--- config.mk ---
export PLATFORM = sky130hd
export DESIGN_NAME = ethgen_burst_scheduler
export DESIGN_NICKNAME = d
export VERILOG_FILES = /design/src/rtl/ethgen_pkg.sv /design/src/rtl/ethgen_gap_timer.sv /design/src/rtl/ethgen_burst_scheduler.sv
export SDC_FILE = /design/constraint.sdc
export NUM_CORES = 1
export LEC_CHECK = 0
export ABC_AREA = 1
export CORE_ASPECT_RATIO = 0.6
export CORE_MARGIN = 1.5
export CORE_UTILIZATION = 30
export DETAILED_ROUTE_END_ITERATION = 10
export PLACE_DENSITY = 0.52
export SYNTH_ARGS = -nofsm -noshare
export SYNTH_HDL_FRONTEND = slang
export SYNTH_SLANG_ARGS = --single-unit
--- constraint.sdc ---
create_clock -name clk -period 9.95 [get_ports clk]
set_clock_uncertainty 0.2 [all_clocks]
set_input_delay 1.99 -clock clk [delete_from_list [all_inputs] [get_ports clk]]
set_output_delay 1.99 -clock clk [all_outputs]
set_load 0.01 [all_outputs]
--- src/rtl/ethgen_pkg.sv ---
// Shared types and constants for the ethgen burst scheduler slice.
// Latency: n/a (declarations only).
// Backpressure: n/a.
package ethgen_pkg;

  // Width of every packet-count quantity exchanged with the generator.
  localparam int PKT_CNT_W = 64;

  // Cycles to hold after a stop launch before trusting generator TVALID;
  // the generator needs 2 cycles from start to TVALID, plus one of margin.
  localparam int STOP_SETTLE_DEF = 3;

  typedef enum logic [2:0] {
    ST_IDLE,
    ST_LAUNCH,
    ST_RUN,
    ST_GAP,
    ST_STOP_WAIT
  } sched_state_t;

endpackage

--- src/rtl/ethgen_gap_timer.sv ---
// Load/decrement countdown that pulses o_expire for one cycle when it reads 1.
// Latency: loaded value N gives the expire pulse N cycles after the load edge.
// Backpressure: none; free-running once loaded, i_clr abandons a countdown.
module ethgen_gap_timer #(
  parameter int W = 32
) (
  input  logic         clk,
  input  logic         resetn,
  input  logic         i_load,
  input  logic [W-1:0] i_load_val,
  input  logic         i_clr,
  output logic         o_expire
);

  logic [W-1:0] r_cnt;

  // Count down towards zero; a load takes priority over a clear.
  always_ff @(posedge clk or negedge resetn) begin
    if (!resetn) begin
      r_cnt <= '0;
    end else if (i_load) begin
      r_cnt <= i_load_val;
    end else if (i_clr) begin
      r_cnt <= '0;
    end else if (r_cnt != '0) begin
      r_cnt <= r_cnt - W'(1);
    end
  end

  // Reading 1 means this is the last counted cycle.
  assign o_expire = (r_cnt == W'(1));

endmodule

--- src/rtl/ethgen_burst_scheduler.sv ---
// Sequences the packet generator into bursts separated by programmable idle gaps.
// Latency: cmd_start -> gen_start 1 cycle; burst-ending TLAST -> next gen_start gap+1 cycles.
// Backpressure: passive snoop of the TX handshake; stop waits for generator TVALID to drop.
module ethgen_burst_scheduler
  import ethgen_pkg::*;
#(
  parameter int STOP_SETTLE = STOP_SETTLE_DEF,
  parameter int GAP_W       = 32
) (
  input  logic                 clk,
  input  logic                 resetn,
  input  logic [PKT_CNT_W-1:0] cfg_packets_per_burst,
  input  logic [31:0]          cfg_burst_count,
  input  logic [GAP_W-1:0]     cfg_gap_cycles,
  input  logic                 cmd_start,
  input  logic                 cmd_stop,
  output logic                 gen_start,
  output logic [PKT_CNT_W-1:0] gen_packet_count,
  input  logic                 snoop_tvalid,
  input  logic                 snoop_tready,
  input  logic                 snoop_tlast,
  output logic                 busy,
  output logic                 done,
  output logic                 cfg_error,
  output logic [31:0]          bursts_done,
  output logic [PKT_CNT_W-1:0] packets_sent
);

  localparam int SETTLE_W = (STOP_SETTLE < 1) ? 1 : $clog2(STOP_SETTLE + 1);

  sched_state_t         r_state;
  logic [PKT_CNT_W-1:0] r_ppb;
  logic [31:0]          r_burst_count;
  logic [GAP_W-1:0]     r_gap;
  logic [PKT_CNT_W-1:0] r_burst_pkts;
  logic                 r_stop_pending;
  logic [SETTLE_W-1:0]  r_settle;
  logic                 r_gen_start;
  logic [PKT_CNT_W-1:0] r_gen_cnt;
  logic                 r_busy;
  logic                 r_done;
  logic                 r_cfg_error;
  logic [31:0]          r_bursts_done;
  logic [PKT_CNT_W-1:0] r_packets_sent;

  logic                 w_pkt_end;
  logic                 w_cnt_evt;
  logic [PKT_CNT_W-1:0] w_burst_pkts_nxt;
  logic                 w_burst_end;
  logic [31:0]          w_bursts_nxt;
  logic                 w_run_end;
  logic                 w_stop_req;
  logic                 w_tmr_load;
  logic                 w_tmr_clr;
  logic                 w_tmr_expire;

  assign w_pkt_end        = snoop_tvalid & snoop_tready & snoop_tlast;
  // Packets only count while a burst is live or draining after a stop.
  assign w_cnt_evt        = w_pkt_end & ((r_state == ST_RUN) | (r_state == ST_STOP_WAIT));
  assign w_burst_pkts_nxt = r_burst_pkts + 64'd1;
  assign w_burst_end      = w_cnt_evt & (w_burst_pkts_nxt == r_ppb);
  assign w_bursts_nxt     = r_bursts_done + 32'd1;
  assign w_run_end        = w_burst_end & (r_burst_count != 32'd0) & (w_bursts_nxt == r_burst_count);
  assign w_stop_req       = cmd_stop | r_stop_pending;
  assign w_tmr_load       = (r_state == ST_RUN) & w_burst_end & ~w_run_end & ~w_stop_req &
                            (r_gap != '0);
  assign w_tmr_clr        = (r_state == ST_GAP) & cmd_stop;

  ethgen_gap_timer #(.W(GAP_W)) u_gap_timer (
    .clk        (clk),
    .resetn     (resetn),
    .i_load     (w_tmr_load),
    .i_load_val (r_gap),
    .i_clr      (w_tmr_clr),
    .o_expire   (w_tmr_expire)
  );

  // Scheduler FSM with status counters; every output is registered here.
  always_ff @(posedge clk or negedge resetn) begin
    if (!resetn) begin
      r_state        <= ST_IDLE;
      r_ppb          <= '0;
      r_burst_count  <= '0;
      r_gap          <= '0;
      r_burst_pkts   <= '0;
      r_stop_pending <= 1'b0;
      r_settle       <= '0;
      r_gen_start    <= 1'b0;
      r_gen_cnt      <= '0;
      r_busy         <= 1'b0;
      r_done         <= 1'b0;
      r_cfg_error    <= 1'b0;
      r_bursts_done  <= '0;
      r_packets_sent <= '0;
    end else begin
      r_gen_start <= 1'b0;
      r_done      <= 1'b0;

      // Counters update before any state decision so a coincident stop sees them.
      if (w_cnt_evt) begin
        r_packets_sent <= r_packets_sent + 64'd1;
        r_burst_pkts   <= w_burst_pkts_nxt;
        if (w_burst_end) begin
          r_bursts_done <= w_bursts_nxt;
        end
      end

      case (r_state)
        ST_IDLE: begin
          if (cmd_start && !cmd_stop) begin
            if (cfg_packets_per_burst == '0) begin
              r_cfg_error <= 1'b1;
            end else begin
              r_ppb          <= cfg_packets_per_burst;
              r_burst_count  <= cfg_burst_count;
              r_gap          <= cfg_gap_cycles;
              r_bursts_done  <= '0;
              r_packets_sent <= '0;
              r_cfg_error    <= 1'b0;
              r_stop_pending <= 1'b0;
              r_gen_start    <= 1'b1;
              r_gen_cnt      <= cfg_packets_per_burst;
              r_busy         <= 1'b1;
              r_state        <= ST_LAUNCH;
            end
          end
        end
        ST_LAUNCH: begin
          r_burst_pkts <= '0;
          if (cmd_stop) begin
            r_stop_pending <= 1'b1;
          end
          r_state <= ST_RUN;
        end
        ST_RUN: begin
          if (w_run_end) begin
            r_stop_pending <= 1'b0;
            r_done         <= 1'b1;
            r_busy         <= 1'b0;
            r_state        <= ST_IDLE;
          end else if (w_stop_req) begin
            // A zero-count start makes the generator finish its current packet and idle.
            r_stop_pending <= 1'b0;
            r_gen_start    <= 1'b1;
            r_gen_cnt      <= '0;
            r_settle       <= SETTLE_W'(STOP_SETTLE);
            r_state        <= ST_STOP_WAIT;
          end else if (w_burst_end) begin
            if (r_gap == '0) begin
              r_gen_start <= 1'b1;
              r_gen_cnt   <= r_ppb;
              r_state     <= ST_LAUNCH;
            end else begin
              r_state <= ST_GAP;
            end
          end
        end
        ST_GAP: begin
          if (cmd_stop) begin
            r_done  <= 1'b1;
            r_busy  <= 1'b0;
            r_state <= ST_IDLE;
          end else if (w_tmr_expire) begin
            r_gen_start <= 1'b1;
            r_gen_cnt   <= r_ppb;
            r_state     <= ST_LAUNCH;
          end
        end
        ST_STOP_WAIT: begin
          if (r_settle != '0) begin
            r_settle <= r_settle - SETTLE_W'(1);
          end else if (!snoop_tvalid) begin
            r_done  <= 1'b1;
            r_busy  <= 1'b0;
            r_state <= ST_IDLE;
          end
        end
        default: begin
          r_busy  <= 1'b0;
          r_state <= ST_IDLE;
        end
      endcase
    end
  end

  assign gen_start        = r_gen_start;
  assign gen_packet_count = r_gen_cnt;
  assign busy             = r_busy;
  assign done             = r_done;
  assign cfg_error        = r_cfg_error;
  assign bursts_done      = r_bursts_done;
  assign packets_sent     = r_packets_sent;

endmodule

==> qor.csv, run 1 <==
metric,value,unit
run status,"finished, final reports clean",
drt pass-1 iters,6,
"count leader, synth",nand2_1,
fin cells,4857,
first-pass GRT wire length,146000,µm
CTS max path bufs,3,
syn nets,3645,
Detailed Place HPWL,73900,µm
min-delay worst type,reg -> reg,
total gr overflow,0,
Rel. slew slack,24.3,%
core box area,78100,µm²
final wirelength,96900,µm
Area contributors post-synth,"dfrtp_1 41%, nand2_1 17%, nand3_1 7.2%",
Area Growth Syn to Fin,23.2,%
routed len/inst,20.0,µm
post-synthesis register bit count,394,
Fmax,151,MHz
post-DR vias/cell,5.04,
startpoint types,input port,
number of synthesized flops with an enable pin,0,
Main synth FF type,dfrtp_1,
Synth Area per Inst,6.80,µm²
Yosys top cell by area,dfrtp_1,
largest net degree at the start of global routing,136,
"IR drop worst, VDD",118,µV
CP startpoint,cfg_packets_per_burst[15],
initial antenna violation count,8,
Iter 0 DRT Violations,2950,
postcts setup bufs,0,
TritonCTS clock tree,yes,
share of layout cells above drive strength 1,3.63,%
setup tns final,0,ns
initial core utilization,30.5,%
worst r2r path cells,21,
Placement Cell Area,27900,µm²
Final Net Count,3910,
Hold WS,0.279,ns
post-CTS resize count,0,
DRC violations left,0,
asr flop ratio synth,100,%
crit share post-route,66.6,%
Die W,367,µm
fin area,29300,µm²
Critical Path Fanout Max,84,
critical path class,in -> reg,
vias,24500,
R2R setup slack,3.91,ns
height of the die,221,µm
# clock sinks,394,
"Data required, critical path",10.26,ns
Post-DRT Antenna Nets,0,
die area,81100,µm²
register area share after synthesis,41.4,%
Num CTS Buffers,44,
Inst Count DP,4776,
hold_buf cts,0,
GRT Util Overall,23.6,%
site row count,79,
RSZ-0062 raised after global routing,no,
fin util,37.6,%
number of global-route vias before repair,22600,
crit path DAT,6.94,ns
r2r endpoint,gen_packet_count[37]$_DFFE_PN0P_,
Synth Instances,3504,
# IOs,299,
synth unique cells,46,
most common library cells after synthesis,"1060 x nand2_1, 450 x inv_1, 415 x nor2_1, 394 x dfrtp_1, 342 x nand3_1",
GP Congestion,0.977,
Buffers on Ports,298,
CP Capture Point,gen_packet_count[4]$_DFFE_PN0P_,
clk_lat worst skew,0.61,ns
crit path capture type,flop,
post-layout minimum cycle time,6.62,ns
final number of hold-violating endpoints,0,
Synth Cell Area,23800,µm²
FF-to-FF Start,r_burst_pkts[14]$_DFFE_PN0P_,
Worst Max-Slew Pin Slew,1.13,ns
"Setup violations, final",0,
root buf cell,clkbuf_16,
leakage,13.2,nW
top cell type's share of synthesized area,41.4,%
# fillers,8308,
fin. max-slew vios,0,
CTS H-tree depth,2,
"Clk pin slew, worst setup/hold paths",0.06,ns
synth warn,0,
Max-cap violations,0,
total power per unit cell area,235,nW/µm²
worst max-delay path, cell delays in order:
cell,delay (ns)
clkdlybuf4s50_1,0.39
inv_1,0.12
nand4_1,0.19
nor4_1,0.95
nand4_1,0.45
nand2_4,0.59
inv_4,0.44
a21oi_4,0.94
buf_4,0.54
nand3_1,0.14
nand2_1,0.12
registers in the layout, indices dropped and copies added (netlist names):
name	cells
bursts_done	32
busy	1
cfg_error	1
done	1
gen_packet_count	64
gen_start	1
packets_sent	64
r_burst_count	32
r_burst_pkts	64
r_gap	32
r_ppb	64
r_settle	2
r_state	3
r_stop_pending	1
u_gap_timer.r_cnt	32
metal layers:
metal	vias to the layer above	global-route usage, %	part of all wire, %
met5	-	0.816	0.060
met4	10	4.68	1.7
met3	106	7.45	11
met2	997	28.9	36
met1	11500	38.3	52
li1	11900	-	-
per-stage QoR:
stage                     power (mW)  worst slack (ns)
after floorplan                 4.01              5.64
after global placement          5.14              2.80
after detailed placement        5.14              2.78
after CTS                       6.92              3.38
after global routing            7.36              3.01
final                           6.88              3.33
cell families after synthesis:
| family | synth area share, % |
|---|---|
| adder cells (fa/ha/maj) | 0.315 |
| AND/OR/NAND/NOR | 36.8 |
| buffers and inverters | 9.07 |
| XOR/XNOR | 2.62 |
| flip-flops | 41.4 |
| AO/OA/AOI/OAI | 9.83 |
cell usage in the layout, fill, tap and decap left out, types with 5 or more instances in the layout:
cell type,synthesis,layout
nand3b_1,7,7
clkinv_2,0,7
ha_1,6,6
or2_2,5,5
nand3_1,342,342
o21ai_1,9,8
nor3_1,71,71
a21oi_1,62,61
nand4_1,92,92
and2_1,7,7
clkbuf_8,0,7
o22ai_1,103,103
a31oi_1,7,7
nor4_1,18,18
dfrtp_1,394,394
clkbuf_16,0,45
xor2_1,44,44
inv_2,6,5
xnor2_1,17,17
clkbuf_1,73,11
nor2_1,415,413
inv_1,450,450
o21ai_0,231,231
buf_4,2,17
nor2_4,8,11
clkdlybuf4s50_1,0,297
a211oi_1,5,5
nand2_1,1060,1059
nand2_2,14,14
layout make-up:
type / count / area (µm²) / share of cell area [%]
multi-input cells: 2556 / 11800 / 40.4
flip-flops and latches: 394 / 9860 / 33.6
repair buffers: 316 / 3140 / 10.7
inverters: 457 / 1720 / 5.86
well taps: 1053 / 1320 / 4.49
clock buffers: 63 / 1260 / 4.31
clock inverters: 15 / 190 / 0.648
diodes: 3 / 7.51 / 0.0256
where the power goes:
part | total [mW] | leakage (nW) | switching [mW] | internal [mW]
clock | 1.74 | 0.719 | 0.749 | 0.989
combinational | 2.70 | 7.30 | 1.73 | 0.971
sequential | 2.44 | 5.14 | 0.376 | 2.07
worst min-delay path by stage:
stage,to,cells past startpoint,start
2_1_floorplan,r_ppb[18]$_DFFE_PN0P_,2,r_ppb[18]$_DFFE_PN0P_
3_3_place_gp,busy$_DFFE_PN0P_,2,busy$_DFFE_PN0P_
3_5_place_dp,busy$_DFFE_PN0P_,2,busy$_DFFE_PN0P_
4_1_cts,busy$_DFFE_PN0P_,2,busy$_DFFE_PN0P_
5_1_grt,busy$_DFFE_PN0P_,2,busy$_DFFE_PN0P_
6_report,busy$_DFFE_PN0P_,2,busy$_DFFE_PN0P_
(Power assumes the default switching activity.)
==> inputs of run 2 (changes only) <==
==> constraint.sdc (replaced) <==
create_clock -name clk -period 6.7 [get_ports clk]
set_clock_uncertainty 0.2 [all_clocks]
set_input_delay 1.34 -clock clk [delete_from_list [all_inputs] [get_ports clk]]
set_output_delay 1.34 -clock clk [all_outputs]
set_load 0.01 [all_outputs]
==> qor.csv, run 2 (synthesis gave the netlist of run 1 again) <==
metric,value,unit
Rel. slew slack,32.2,%
run status,"finished, final reports clean",
initial core utilization,30.5,%
Top Metal Used,met5,
"Setup violations, final",0,
min-delay worst type,reg -> reg,
Num CTS Buffers,45,
crit path DAT,5.53,ns
WL met1,49500,µm
met2 wire length,33500,µm
setup tns final,0,ns
Max-cap violations,0,
Seq pwr share,35.3,%
Crit-path slowest cell,nor2_1,
final number of hold-violating endpoints,0,
initial antenna violation count,8,
post-layout minimum cycle time,5.19,ns
"Clk pin slew, worst setup/hold paths",0.07,ns
WP buf/inv,3,
crit path capture type,flop,
"Data required, critical path",7.04,ns
CTS max path bufs,3,
sw power,4.17,mW
Clk network pwr share,26.0,%
met3 WL,11300,µm
Inst Count DP,4777,
fin cells,4857,
site row count,79,
post-DR vias/cell,5.01,
fin. max-slew vios,0,
root buf cell,clkbuf_16,
leakage,13.2,nW
Fmax,193,MHz
Worst Max-Slew Pin Slew,1.01,ns
"IR drop worst, VDD",196,µV
CP most frequent cell,nand2_1,
Buffers on Ports,298,
die area,81100,µm²
drt pass-1 iters,6,
# IOs,299,
Post-DRT Antenna Nets,0,
height of the die,221,µm
fin util,37.7,%
clk_lat worst skew,0.61,ns
hold_buf cts,0,
most common library cell in the layout ignoring fill and taps,nand2_1,
"Largest delay share family, worst path",simple AND/OR/NAND/NOR gates,
total gr overflow,0,
total power per unit cell area,348,nW/µm²
TritonCTS clock tree,yes,
postcts setup bufs,0,
Final Net Count,3912,
critical path class,reg -> reg,
GRT Util Overall,23.2,%
CTS H-tree depth,2,
number of global-route vias before repair,22600,
core box area,78100,µm²
post-CTS resize count,0,
vias,24300,
Detailed Place HPWL,72700,µm
most frequent cells in the layout,"1059 x nand2_1, 450 x inv_1, 413 x nor2_1",
final wirelength,96000,µm
Critical Path Max Stage Delay,0.69,ns
switching part of the total power,40.7,%
GP Congestion,1.02,
startpoint types,flop,
RSZ-0062 raised after global routing,no,
worst path cell trace,nand2_1 -> nor2_1 -> nand2_1 -> nor2_1 -> nand3_1 -> nand2_1 -> nand2_1 -> nand2_1 -> nand2_1 -> nor2_1 -> inv_1 -> nor2_1 -> nand2_1 -> nor2_2 -> nand3_2 -> buf_4 -> nor2_1 -> nor2_1 -> nand2_2 -> buf_4 -> nand3_1 -> nand2_1,
Area Growth Syn to Fin,23.6,%
combinational power share,38.6,%
crit share post-route,77.5,%
P_int,6.08,mW
share of layout cells above drive strength 1,3.71,%
routed len/inst,19.8,µm
Die W,367,µm
first-pass GRT wire length,144000,µm
largest net degree at the start of global routing,202,
DRC violations left,0,
Iter 0 DRT Violations,2421,
Critical Path Fanout Max,64,
# clock sinks,394,
-- run 2: worst paths after layout --
kind	from	end	slack (ns)	cells after the start
setup / recovery	r_burst_pkts[22]$_DFFE_PN0P_	gen_packet_count[0]$_DFFE_PN0P_	1.51	22
hold / removal	busy$_DFFE_PN0P_	busy$_DFFE_PN0P_	0.28	2
setup reg to reg	r_burst_pkts[22]$_DFFE_PN0P_	gen_packet_count[0]$_DFFE_PN0P_	1.51	22
hold reg to reg	busy$_DFFE_PN0P_	busy$_DFFE_PN0P_	0.28	2
max in group asynchronous	resetn	r_burst_count[15]$_DFFE_PN0P_	4.62	2
min in group asynchronous	resetn	gen_packet_count[33]$_DFFE_PN0P_	0.49	1
-- run 2: power groups by stage --
stage / Clock, mW / Sequential (mW) / Combinational, mW
after floorplan: 0 / 3.58 / 2.37
after global placement: 0 / 3.66 / 3.93
after detailed placement: 0 / 3.64 / 3.95
after CTS: 2.74 / 3.61 / 3.97
after global routing: 2.83 / 3.71 / 4.46
final: 2.67 / 3.62 / 3.96
-- run 2: stage by stage --
step / total power [mW] / instance area [µm²] / setup WS, ns / hold WS [ns]
2_1_floorplan: 5.95 / 23800 / 3.04 / 0.253
3_3_place_gp: 7.59 / 27900 / 1.15 / 0.264
3_5_place_dp: 7.59 / 27900 / 1.16 / 0.269
4_1_cts: 10.3 / 29400 / 1.63 / 0.286
5_1_grt: 11.0 / 29400 / 1.15 / 0.319
6_report: 10.2 / 29400 / 1.51 / 0.279
-- run 2: cell type report --
class	count	area, µm²
clock buffers	63	1310
well taps	1053	1320
multi-input cells	2556	11800
fillers	8310	48600
diodes	2	5.00
flip-flops and latches	394	9860
inverters	457	1720
repair buffers	317	3180
clock inverters	15	213
-- run 2: routing by layer --
layer	vias to the layer above	GRT usage, %
met1	11400	37.2
met2	918	28.1
met5	-	0.758
li1	11900	-
met3	107	8.79
met4	12	4.43
-- run 2: tightest hold or removal path, cell delays in order, from the launching register on --
cell and delay, ns:
dfrtp_1 0.35, nand2_1 0.05, nand2_1 0.05
==> inputs of run 3 (changes only) <==
==> constraint.sdc (replaced) <==
create_clock -name clk -period 4.9 [get_ports clk]
set_clock_uncertainty 0.2 [all_clocks]
set_input_delay 0.98 -clock clk [delete_from_list [all_inputs] [get_ports clk]]
set_output_delay 0.98 -clock clk [all_outputs]
set_load 0.01 [all_outputs]
==> qor.csv, run 3 (synthesis gave the netlist of run 1 again) <==
metric,value,unit
initial core utilization,30.5,%
Final Net Count,3950,
Detailed Place HPWL,74800,µm
share of layout cells above drive strength 1,4.69,%
fin. max-slew vios,0,
# fillers,8345,
TritonCTS clock tree,yes,
run status,"finished, final reports clean",
crit share post-route,90.6,%
Buffers on Ports,298,
Iter 0 DRT Violations,2586,
Post-DRT Antenna Nets,0,
Hold WS,0.209,ns
final wirelength,97100,µm
"Data required, critical path",5.22,ns
crit path DAT,4.76,ns
drt pass-1 iters,6,
Die W,367,µm
final number of hold-violating endpoints,0,
fin util,38.3,%
root buf cell,clkbuf_16,
"Setup violations, final",0,
most common library cell in the layout ignoring fill and taps,nand2_1,
core box area,78100,µm²
total gr overflow,0,
Worst Max-Slew Pin Slew,0.955,ns
clk_lat worst skew,0.60,ns
CTS H-tree depth,2,
Inst Count DP,4817,
# IOs,299,
Num CTS Buffers,43,
CTS max path bufs,3,
post-CTS resize count,0,
hold_buf cts,0,
"Clk pin slew, worst setup/hold paths",0.07,ns
GP Congestion,1.01,
RSZ-0062 raised after global routing,no,
startpoint types,flop,
first-pass GRT wire length,146000,µm
total power per unit cell area,475,nW/µm²
Rel. slew slack,36.3,%
post-DR vias/cell,5.04,
# clock sinks,394,
height of the die,221,µm
Max-cap violations,0,
postcts setup bufs,0,
DRC violations left,0,
initial antenna violation count,8,
"IR drop worst, VDD",226,µV
fin cells,4899,
min-delay worst type,in -> async,
post-layout minimum cycle time,4.44,ns
Area Growth Syn to Fin,25.4,%
largest net degree at the start of global routing,154,
routed len/inst,19.8,µm
vias,24700,
crit path capture type,flop,
Fmax,225,MHz
most frequent cells in the layout,"1059 x nand2_1, 450 x inv_1, 413 x nor2_1",
number of global-route vias before repair,22700,
critical path class,reg -> reg,
Critical Path Fanout Max,64,
site row count,79,
setup tns final,0,ns
leakage,13.4,nW
die area,81100,µm²
GRT Util Overall,23.5,%
## run 3: worst max-delay path, stage by stage (launching register included)
cell and delay, ns:
dfrtp_1 0.53, ha_1 0.27, nand3_1 0.15, nor2_1 0.13
buf_4 0.20, nand2_1 0.15, nand2_1 0.09, nand2_1 0.12
nand2_1 0.11, nand3_1 0.08, nor2_1 0.35, nand3_1 0.12
nor2_1 0.30, nand3_1 0.14, nor2_1 0.37, inv_1 0.14
nor2_1 0.12, nor2_1 0.10, nand2_2 0.10, buf_12 0.29
nand3_1 0.14, nand2_1 0.09
## run 3: power breakdown
part	leakage, nW	internal [mW]	switching, mW	total [mW]
Clock	0.736	2.13	1.51	3.64
Combinational	7.57	2.10	3.50	5.59
Sequential	5.14	4.20	0.762	4.96
## run 3: routing by layer
layer,GRT usage (%),routed length [µm],vias up
met2,28.0,33700,971
met4,4.51,1730,12
met5,0,69,-
li1,-,-,12000
met1,38.1,50200,11600
met3,9.02,11400,100
## run 3: stage by stage
stage	total power, mW	worst slack, ns	area [µm²]
6_report	14.2	0.462	29900
2_1_floorplan	8.14	1.60	23800
4_1_cts	14.2	0.594	29900
3_3_place_gp	10.5	0.320	28300
5_1_grt	15.2	0.119	29900
3_5_place_dp	10.5	0.283	28300
## run 3: path summary, 6_finish.rpt
check,startpoint,to,slack (ns),cells after the start
min reg2reg,r_ppb[47]$_DFFE_PN0P_,r_ppb[47]$_DFFE_PN0P_,0.30,2
min in group clk,r_ppb[47]$_DFFE_PN0P_,r_ppb[47]$_DFFE_PN0P_,0.30,2
max reg2reg,bursts_done[0]$_DFF_PN0_,gen_packet_count[0]$_DFFE_PN0P_,0.46,21
max in group asynchronous,resetn,r_ppb[3]$_DFFE_PN0P_,3.31,2
max,bursts_done[0]$_DFF_PN0_,gen_packet_count[0]$_DFFE_PN0P_,0.46,21
min,resetn,gen_packet_count[34]$_DFFE_PN0P_,0.21,1
## run 3: cell type report
| type | count | area (µm²) | share of cell area, % |
|---|---|---|---|
| multi-input combinational | 2556 | 11800 | 39.7 |
| inverter | 457 | 1720 | 5.75 |
| sequential | 394 | 9860 | 33.0 |
| clock buffer | 64 | 1290 | 4.31 |
| tap | 1053 | 1320 | 4.41 |
| antenna | 4 | 10.0 | 0.0335 |
| timing repair buffer | 357 | 3610 | 12.1 |
| clock inverter | 14 | 228 | 0.762 |
